`config.mk`:
```
export PLATFORM = sky130hd
export DESIGN_NAME = flit_injector
export DESIGN_NICKNAME = d
export VERILOG_FILES = /design/src/rtl/flit_injector.sv
export SDC_FILE = /design/constraint.sdc
export NUM_CORES = 1
export LEC_CHECK = 0
export CAP_MARGIN = 5
export CORE_ASPECT_RATIO = 1.75
export CORE_MARGIN = 3
export CORE_UTILIZATION = 30
export DETAILED_ROUTE_END_ITERATION = 12
export PLACE_DENSITY = 0.51
export SYNTH_ARGS = -nofsm -noshare
export SYNTH_HDL_FRONTEND = slang
export SYNTH_SLANG_ARGS = --single-unit
```
`constraint.sdc`:
```
create_clock -name clk -period 5.05 [get_ports clk]
set_input_delay 1.2625 -clock clk [delete_from_list [all_inputs] [get_ports clk]]
set_output_delay 1.2625 -clock clk [all_outputs]
set_load 0.005 [all_outputs]
```
`src/rtl/flit_injector.sv`:
```
// Packet/flit traffic source for the adder characterization harness.
// Each 2N-bit flit is split into two N-bit adder operands, with valid/ready handshaking.
module flit_injector #(
    parameter int unsigned    N        = 17,
    parameter int unsigned    PAYLOAD  = 20,
    parameter int unsigned    GAP      = 7,
    parameter int unsigned    NUM_PKTS = 10,
    parameter logic [2*N-1:0] SEED     = 34'h000000001,
    parameter logic [2*N-1:0] TAPS     = 34'h204000003
) (
    input  logic         clk,
    input  logic         rst,
    input  logic         start,
    input  logic [1:0]   mode,
    input  logic         ready,
    output logic [N-1:0] operand_a,
    output logic [N-1:0] operand_b,
    output logic         valid,
    output logic         sop,
    output logic         eop,
    output logic         busy,
    output logic         done
);

    localparam int unsigned W      = 2 * N;
    localparam int unsigned WT     = W + 1;
    localparam int unsigned FLIT_W = (PAYLOAD > 1) ? $clog2(PAYLOAD) : 1;
    localparam int unsigned PKT_W  = (NUM_PKTS > 1) ? $clog2(NUM_PKTS) : 1;
    localparam int unsigned GAP_W  = (GAP > 1) ? $clog2(GAP) : 1;

    localparam logic [1:0] MODE_LFSR  = 2'd0;
    localparam logic [1:0] MODE_THERM = 2'd1;
    localparam logic [1:0] MODE_ALT   = 2'd2;

    typedef enum logic [1:0] {
        ST_IDLE = 2'd0,
        ST_SEND = 2'd1,
        ST_GAP  = 2'd2,
        ST_DONE = 2'd3
    } state_e;

    state_e              state_q, state_d;
    logic [1:0]          mode_q, mode_d;
    logic [W-1:0]        lfsr_q, lfsr_d;
    logic [W-1:0]        lfsr_next;
    logic [FLIT_W-1:0]   flit_cnt_q, flit_cnt_d;
    logic [PKT_W-1:0]    pkt_cnt_q, pkt_cnt_d;
    logic [GAP_W-1:0]    gap_cnt_q, gap_cnt_d;
    logic [W-1:0]        flit_q, flit_d;
    logic                valid_q, valid_d;
    logic                sop_q, sop_d;
    logic                eop_q, eop_d;
    logic                busy_q, busy_d;
    logic                done_q, done_d;
    logic [31:0]         k_next;

    // Flit value for pattern md at in-packet index k, given the current LFSR state.
    function automatic logic [W-1:0] pattern(input logic [1:0] md, input logic [31:0] k,
                                             input logic [W-1:0] lfsr);
        logic [WT-1:0] therm;
        therm = (WT'(1) << (k % WT)) - WT'(1);
        unique case (md)
            MODE_LFSR:  pattern = lfsr;
            MODE_THERM: pattern = therm[W-1:0];
            MODE_ALT:   pattern = k[0] ? {W{1'b1}} : {W{1'b0}};
            default:    pattern = {W{1'b0}};
        endcase
    endfunction

    assign lfsr_next = {lfsr_q[W-2:0], ^(lfsr_q & TAPS)};
    assign k_next    = 32'(flit_cnt_q) + 32'd1;

    always_ff @(posedge clk) begin
        if (rst) begin
            state_q    <= ST_IDLE;
            mode_q     <= 2'd0;
            lfsr_q     <= SEED;
            flit_cnt_q <= '0;
            pkt_cnt_q  <= '0;
            gap_cnt_q  <= '0;
            flit_q     <= '0;
            valid_q    <= 1'b0;
            sop_q      <= 1'b0;
            eop_q      <= 1'b0;
            busy_q     <= 1'b0;
            done_q     <= 1'b0;
        end else begin
            state_q    <= state_d;
            mode_q     <= mode_d;
            lfsr_q     <= lfsr_d;
            flit_cnt_q <= flit_cnt_d;
            pkt_cnt_q  <= pkt_cnt_d;
            gap_cnt_q  <= gap_cnt_d;
            flit_q     <= flit_d;
            valid_q    <= valid_d;
            sop_q      <= sop_d;
            eop_q      <= eop_d;
            busy_q     <= busy_d;
            done_q     <= done_d;
        end
    end

    // Next state plus next registered outputs; operands hold whenever no new flit is loaded.
    always_comb begin
        state_d    = state_q;
        mode_d     = mode_q;
        lfsr_d     = lfsr_q;
        flit_cnt_d = flit_cnt_q;
        pkt_cnt_d  = pkt_cnt_q;
        gap_cnt_d  = gap_cnt_q;
        flit_d     = flit_q;
        valid_d    = 1'b0;
        sop_d      = 1'b0;
        eop_d      = 1'b0;
        busy_d     = 1'b0;
        done_d     = 1'b0;

        unique case (state_q)
            ST_IDLE: begin
                if (start) begin
                    state_d    = ST_SEND;
                    mode_d     = mode;
                    lfsr_d     = SEED;
                    flit_cnt_d = '0;
                    pkt_cnt_d  = '0;
                    gap_cnt_d  = '0;
                    flit_d     = pattern(mode, 32'd0, SEED);
                    valid_d    = 1'b1;
                    sop_d      = 1'b1;
                    eop_d      = (PAYLOAD == 1);
                    busy_d     = 1'b1;
                end
            end
            ST_SEND: begin
                valid_d = 1'b1;
                sop_d   = sop_q;
                eop_d   = eop_q;
                busy_d  = 1'b1;
                if (ready) begin
                    lfsr_d = lfsr_next;
                    if (32'(flit_cnt_q) == PAYLOAD - 1) begin
                        flit_cnt_d = '0;
                        if (32'(pkt_cnt_q) == NUM_PKTS - 1) begin
                            state_d = ST_DONE;
                            valid_d = 1'b0;
                            sop_d   = 1'b0;
                            eop_d   = 1'b0;
                            busy_d  = 1'b0;
                            done_d  = 1'b1;
                        end else begin
                            pkt_cnt_d = pkt_cnt_q + PKT_W'(1);
                            if (GAP > 0) begin
                                state_d   = ST_GAP;
                                gap_cnt_d = '0;
                                valid_d   = 1'b0;
                                sop_d     = 1'b0;
                                eop_d     = 1'b0;
                            end else begin
                                flit_d = pattern(mode_q, 32'd0, lfsr_next);
                                sop_d  = 1'b1;
                                eop_d  = (PAYLOAD == 1);
                            end
                        end
                    end else begin
                        flit_cnt_d = flit_cnt_q + FLIT_W'(1);
                        flit_d     = pattern(mode_q, k_next, lfsr_next);
                        sop_d      = 1'b0;
                        eop_d      = (k_next == PAYLOAD - 1);
                    end
                end
            end
            ST_GAP: begin
                busy_d = 1'b1;
                if (32'(gap_cnt_q) == GAP - 1) begin
                    state_d   = ST_SEND;
                    gap_cnt_d = '0;
                    flit_d    = pattern(mode_q, 32'd0, lfsr_q);
                    valid_d   = 1'b1;
                    sop_d     = 1'b1;
                    eop_d     = (PAYLOAD == 1);
                end else begin
                    gap_cnt_d = gap_cnt_q + GAP_W'(1);
                end
            end
            ST_DONE: begin
                state_d = ST_IDLE;
            end
            default: begin
                state_d = ST_IDLE;
            end
        endcase
    end

    assign operand_a = flit_q[N-1:0];
    assign operand_b = flit_q[W-1:N];
    assign valid     = valid_q;
    assign sop       = sop_q;
    assign eop       = eop_q;
    assign busy      = busy_q;
    assign done      = done_q;

endmodule

```
; After elaboration in Yosys (flattened, before gate mapping)
; Cells that the tools add are included.
[op_classes]
add_sub_neg = 5
div = 1
eq_ne = 15
n_shift = 1
mux = 46
n_bitwise = 3
reduce_logical = 14
[ops]
columns = cell, n
row1 = 2-to-1 mux 34 bit, 8
row2 = case mux 34 bit (3 select lines), 2
row3 = case mux 34 bit (2 select lines), 1
row4 = XOR reduction 34 bit, 1
row5 = left shift 1 x 32 -> 34 bit (first input constant), 1
row6 = subtractor 34 x 2 -> 34 bit (second input constant), 1
row7 = modulo 32 x 6 -> 32 bit (second input constant), 1
row8 = 2-to-1 mux 4 bit, 4
row9 = 2-to-1 mux 3 bit, 5
row10 = 2-to-1 mux 5 bit, 3
row11 = AND reduction 5 bit, 3
row12 = 2-to-1 mux 1 bit, 12
row13 = != test 2 bit (second input constant), 6
row14 = case mux 5 bit (2 select lines), 1
row15 = case mux 1 bit (3 select lines), 3
row16 = case mux 3 bit (3 select lines), 1
row17 = 2-to-1 mux 2 bit, 4
row18 = case mux 2 bit (4 select lines), 1
row19 = case mux 4 bit (2 select lines), 1
row20 = adder 5 x 1 -> 6 bit (second input constant), 1
row21 = equality test 2 bit (second input constant), 3
row22 = equality test 6 x 5 -> 1 bit (second input constant), 1
row23 = logical NOT 2 bit, 3
row24 = adder 5 x 1 -> 5 bit (second input constant), 1
row25 = 14 further kinds, 17
[totals]
reg_bits = 89
in_bits = 6
output_inout_bits = 39
word_cells = 97

; Depth between registers and ports, before layout
[logic_depth]
word_depth = 8
ltp_mapped = 18
depth_no_buf = 16

; Worst setup path after synthesis
; OpenSTA, ideal clock, no wires.
[synth_timing]
path_type = flip-flop to flip-flop
startpoint = register flit_cnt_q[1]
endpoint = register flit_q[32]
setup_ps = 96
t_arrival_ps = 3771
required_ps = 4954
path_slack_ps = 1183
stages_incl_launch_ff = 19
path_buffers = 2
synth_period_minus_slack_ps = 3867
cell_sequence = dfxtp_1 -> ha_1 -> buf_2 -> and2_1 -> a21boi_0 -> or3_1 -> a22o_1 -> ha_1 -> o211ai_4 -> nand3_1 -> nor3_1 -> inv_1 -> ha_1 -> o41a_2 -> o211ai_2 -> buf_6 -> nor4b_2 -> o21ai_1 -> a221oi_1
[synth_via]
elab_chain_cells = 8
elab_cells_between_ends = 11
classes_between = add/sub (2) / div (1) / eq/ne (2) / shift (1) / mux (4) / reduce/logical (1)
[synth_rtl]
columns = element, line
row1 = from (decl), 46  ; logic [FLIT_W-1:0] flit_cnt_q, flit_cnt_d;
row2 = from (signal assigned), 91  ; flit_cnt_q <= flit_cnt_d;
row3 = adder 5 x 1 -> 6 bit, 71  ; assign k_next = 32'(flit_cnt_q) + 32'd1;
row4 = modulo 32 x 6 -> 32 bit, 61  ; therm = (WT'(1) << (k % WT)) - WT'(1);
row5 = left shift 1 x 32 -> 34 bit, 61
row6 = subtractor 34 x 2 -> 34 bit, 61
row7 = case mux 34 bit (3 select lines), 62  ; unique case (md)
row8 = 2-to-1 mux 34 bit, 141  ; if (32'(flit_cnt_q) == PAYLOAD - 1) begin
row9 = 2-to-1 mux 34 bit, 139  ; if (ready) begin
row10 = case mux 34 bit (3 select lines), 118  ; unique case (state_q)
row11 = to (signal assigned), 94  ; flit_q <= flit_d;
row12 = to (decl), 49  ; logic [W-1:0] flit_q, flit_d;
; Several ways; a longest one is shown, not always the timed one. The select of a mux whose other input is x is not followed.
; A chain may end at the register's enable or synchronous reset.

; Final worst setup path
; Same ends and word-level chain as after synthesis.

==> results.md <==
* Yosys top cell area share at 32.15%
* Core area at 0.01805 mm^2
* Area contributors post-synth: dfxtp_1, a21oi_1, nand2_1
* Startpoint types: register
* Dpl hpwl at between 10 and 15 mm
* Std-Cell Rows at 65
* Critical path type: reg -> reg
* Starting Density at between 30% and 40%
* # Max-Cap Violations at 0
* Antenna violations before repair at 0
* PortBufs at 44
* CTS root buf: clkbuf_16
* Fin Clk Skew at 10.92 ps
* Synth Net Count at 754
* Synthesis-to-finish area growth at 16.12%
* Die area at 0.02020 mm^2
* Crit-path most repeated cell: ha_1
* Yosys warns at 0
* VDD IR max at 0.0001250 V
* Cell variety after synth at 79
* Slew at the pin closest to its max-slew limit at 1049 ps
* Routed Antenna Nets at 0
* WL/cell at 20.03 um
* Most frequent cells in the layout: nand2_1, dfxtp_1, a21oi_1
* Max FO, Critical Path at 12
* DRT Pass-1 Iters at 5
* Sequential area share after synthesis at around a third
* Diodes inserted at 0
* CP required at 5310 ps
* First-pass GRT wire length at roughly 31 mm
* Pleak at between 0.002 and 0.0025 uW
* Syn avg cell area at 7.519 um^2
* CTS Hold Bufs at 0
* CTS HTree Levels at 3
* CP max-delay cell: dfxtp_1
* Die W at 108.7 um
* RSZ-0062 raised after global routing: false
* Max-slew headroom at 29.81%
* Vias in the first global route at roughly 5600
* Final Max Slew Viols at 0
* Clock slew at reported path FFs at 70 ps
* Share of layout cells above drive strength 1 at 7.560%
* CTS tree: built
* Setup slack after layout at 399.2 ps
* P per Cell Area at 260.0 mW/mm^2
* Fmax at about 220 MHz
* Netlist Area Pre-Place at around 0.0055 mm^2
* Vias per cell at 5.853
* CP max stage delay at 530 ps
* Footprint of the multi-input gates at roughly 0.0035 mm^2
* Die Span Y at approximately 190 um
* Total grt overflow at 0
* Minimum clock period at 4651 ps
* Most common cell after layout, fill and taps aside: nand2_1
* Biggest area consumer among synthesized cells: dfxtp_1
* Async S/R FF share, synth at 0%
* Nets@finish at 766
* Outcome: complete, no violations
* Largest net degree at the start of global routing at 59
* CP Capture Type: register
* CTS resizes at 0
* IO Pins at 45
* Setup violations, final at 0
* Clock buffer depth at 2
* Crit path DAT at 4910 ps
* Crit-path cells: ha_1 -> and2_1 -> a21boi_0 -> or3_1 -> a22o_1 -> ha_1 -> o211ai_4 -> nand3_1 -> nor3_1 -> inv_1 -> ha_1 -> o41a_2 -> o211ai_2 -> nor4b_2 -> o21ai_1 -> a221oi_1
* Post-route DRC violation count at 0
* Period utilisation layout at 92.09%
* Place WS at around 430 ps
* Vias at between 5000 and 6000
* Filler cells at 1928
* Number of synthesized flops with an enable pin at 0
* HP Class: reg -> reg
* Cell count after synthesis at 737
* Post-CTS setup-driven buffer insertion count at 0
* Total CTS buffers at 9
* Top_reg_cell synth: dfxtp_1
* Setup TNS at 0 ps
* Clk_lat worst skew at 350 ps
* GP Congestion at 0.9807
* FF+latch area at 0.001782 mm^2
* Number of DRC markers in iteration 0 at 486
* Gr usage total at approximately a fifth
* Synth Register Bits at 89
* Clock Sinks at 89
* Routed WL at roughly 20 mm
* Final hold vios at 0
-- cells by family (layout without fill, tap and decap cells) --
logic type      Yosys count  after routing  share of synthesized area (%)
simple gates            287            287                          25.11
compound gates          257            257                          30.64
flops                    89             89                          32.15
buf+inv                  70             87                          5.600
xor+xnor                 13             13                          2.190
fa+ha+maj                11             11                          2.484
mux                      10             10                          1.829
-- where the power goes --
group / switching, uW / internal [uW] / total (uW)
clock network: 285 / 411 / 696
registers: 12.1 / 711 / 723
logic: 177 / 76.7 / 254
total: 475 / 1200 / 1670
-- critical path, delay by kind of cell (launching register included) --
| kind | cells | cell delay (ps) |
|---|---|---|
| adders and majority gates | 3 | 870 |
| AOI/OAI and AO/OA | 7 | 1560 |
| DFF | 1 | 530 |
| buffers and inverters | 1 | 80 |
| and+or+nand+nor | 5 | 1520 |
-- metrics by stage --
| stage | util [%] | power (uW) | hold slack (ps) | cell area (um^2) | cells |
|---|---|---|---|---|---|
| after global routing | 35.64 | 1733 | 489.4 | 6435 | 988 |
| after global placement | 33.95 | 988.6 | 444.2 | 6130 | 972 |
| after detailed placement | 33.95 | 987.9 | 454.2 | 6130 | 972 |
| after CTS | 35.64 | 1687 | 464.2 | 6435 | 988 |
| final | 35.64 | 1673 | 463.7 | 6435 | 988 |
| after floorplan | - | 907.8 | 448.3 | 5542 | 737 |
-- area by class of cell --
type	count	area share (%)
tap	234	4.550
timing repair buffer	59	8.516
sequential	89	27.69
clock inverter	4	0.7583
multi-input combinational	578	53.80
clock buffer	12	3.986
inverter	12	0.7000
-- final timing paths --
path,depth (start not counted),end,startpoint,slack [ps]
worst max-delay path,16,flit_q[32],flit_cnt_q[1],400
worst min-delay path,2,flit_q[31],flit_q[31],460
worst max register to register,16,flit_q[32],flit_cnt_q[1],400
worst min register to register,2,flit_q[31],flit_q[31],460
-- synth_stat cells, types with 5 or more instances --
library cell and number:
dfxtp_1 89, and2_1 8, buf_2 8, a22oi_1 26, nand4_1 6, ha_1 11
inv_1 11, nor2b_1 5, xnor2_1 6, o31ai_1 5, xor2_1 6, mux2i_1 9
nor2_1 57, a211oi_1 10, o21ai_1 5, a21oi_1 86, nand3b_1 5, buf_1 8
nor3_1 13, o21ai_0 52, nand2b_1 9, a22o_1 5, clkbuf_1 35, a31oi_1 9
nand2_1 102, a221oi_1 10, nand3_1 54
-- sequential cells by signal, indices dropped and copies added (netlist names) --
register    cells
busy            1
done            1
eop             1
flit_cnt_q      5
flit_q         34
gap_cnt_q       3
lfsr_q         34
mode_q          2
pkt_cnt_q       4
sop             1
state_q         2
valid           1
-- per-layer routing --
metal | part of all wire [%] | wire (um) | track usage [%]
met5 | 0 | 0 | 0
met4 | 5.9 | 1177 | 12.54
met3 | 4.7 | 930 | 2.360
met2 | 51 | 9997 | 34.53
met1 | 39 | 7682 | 23.34
Power figures use the tool's default switching activity.
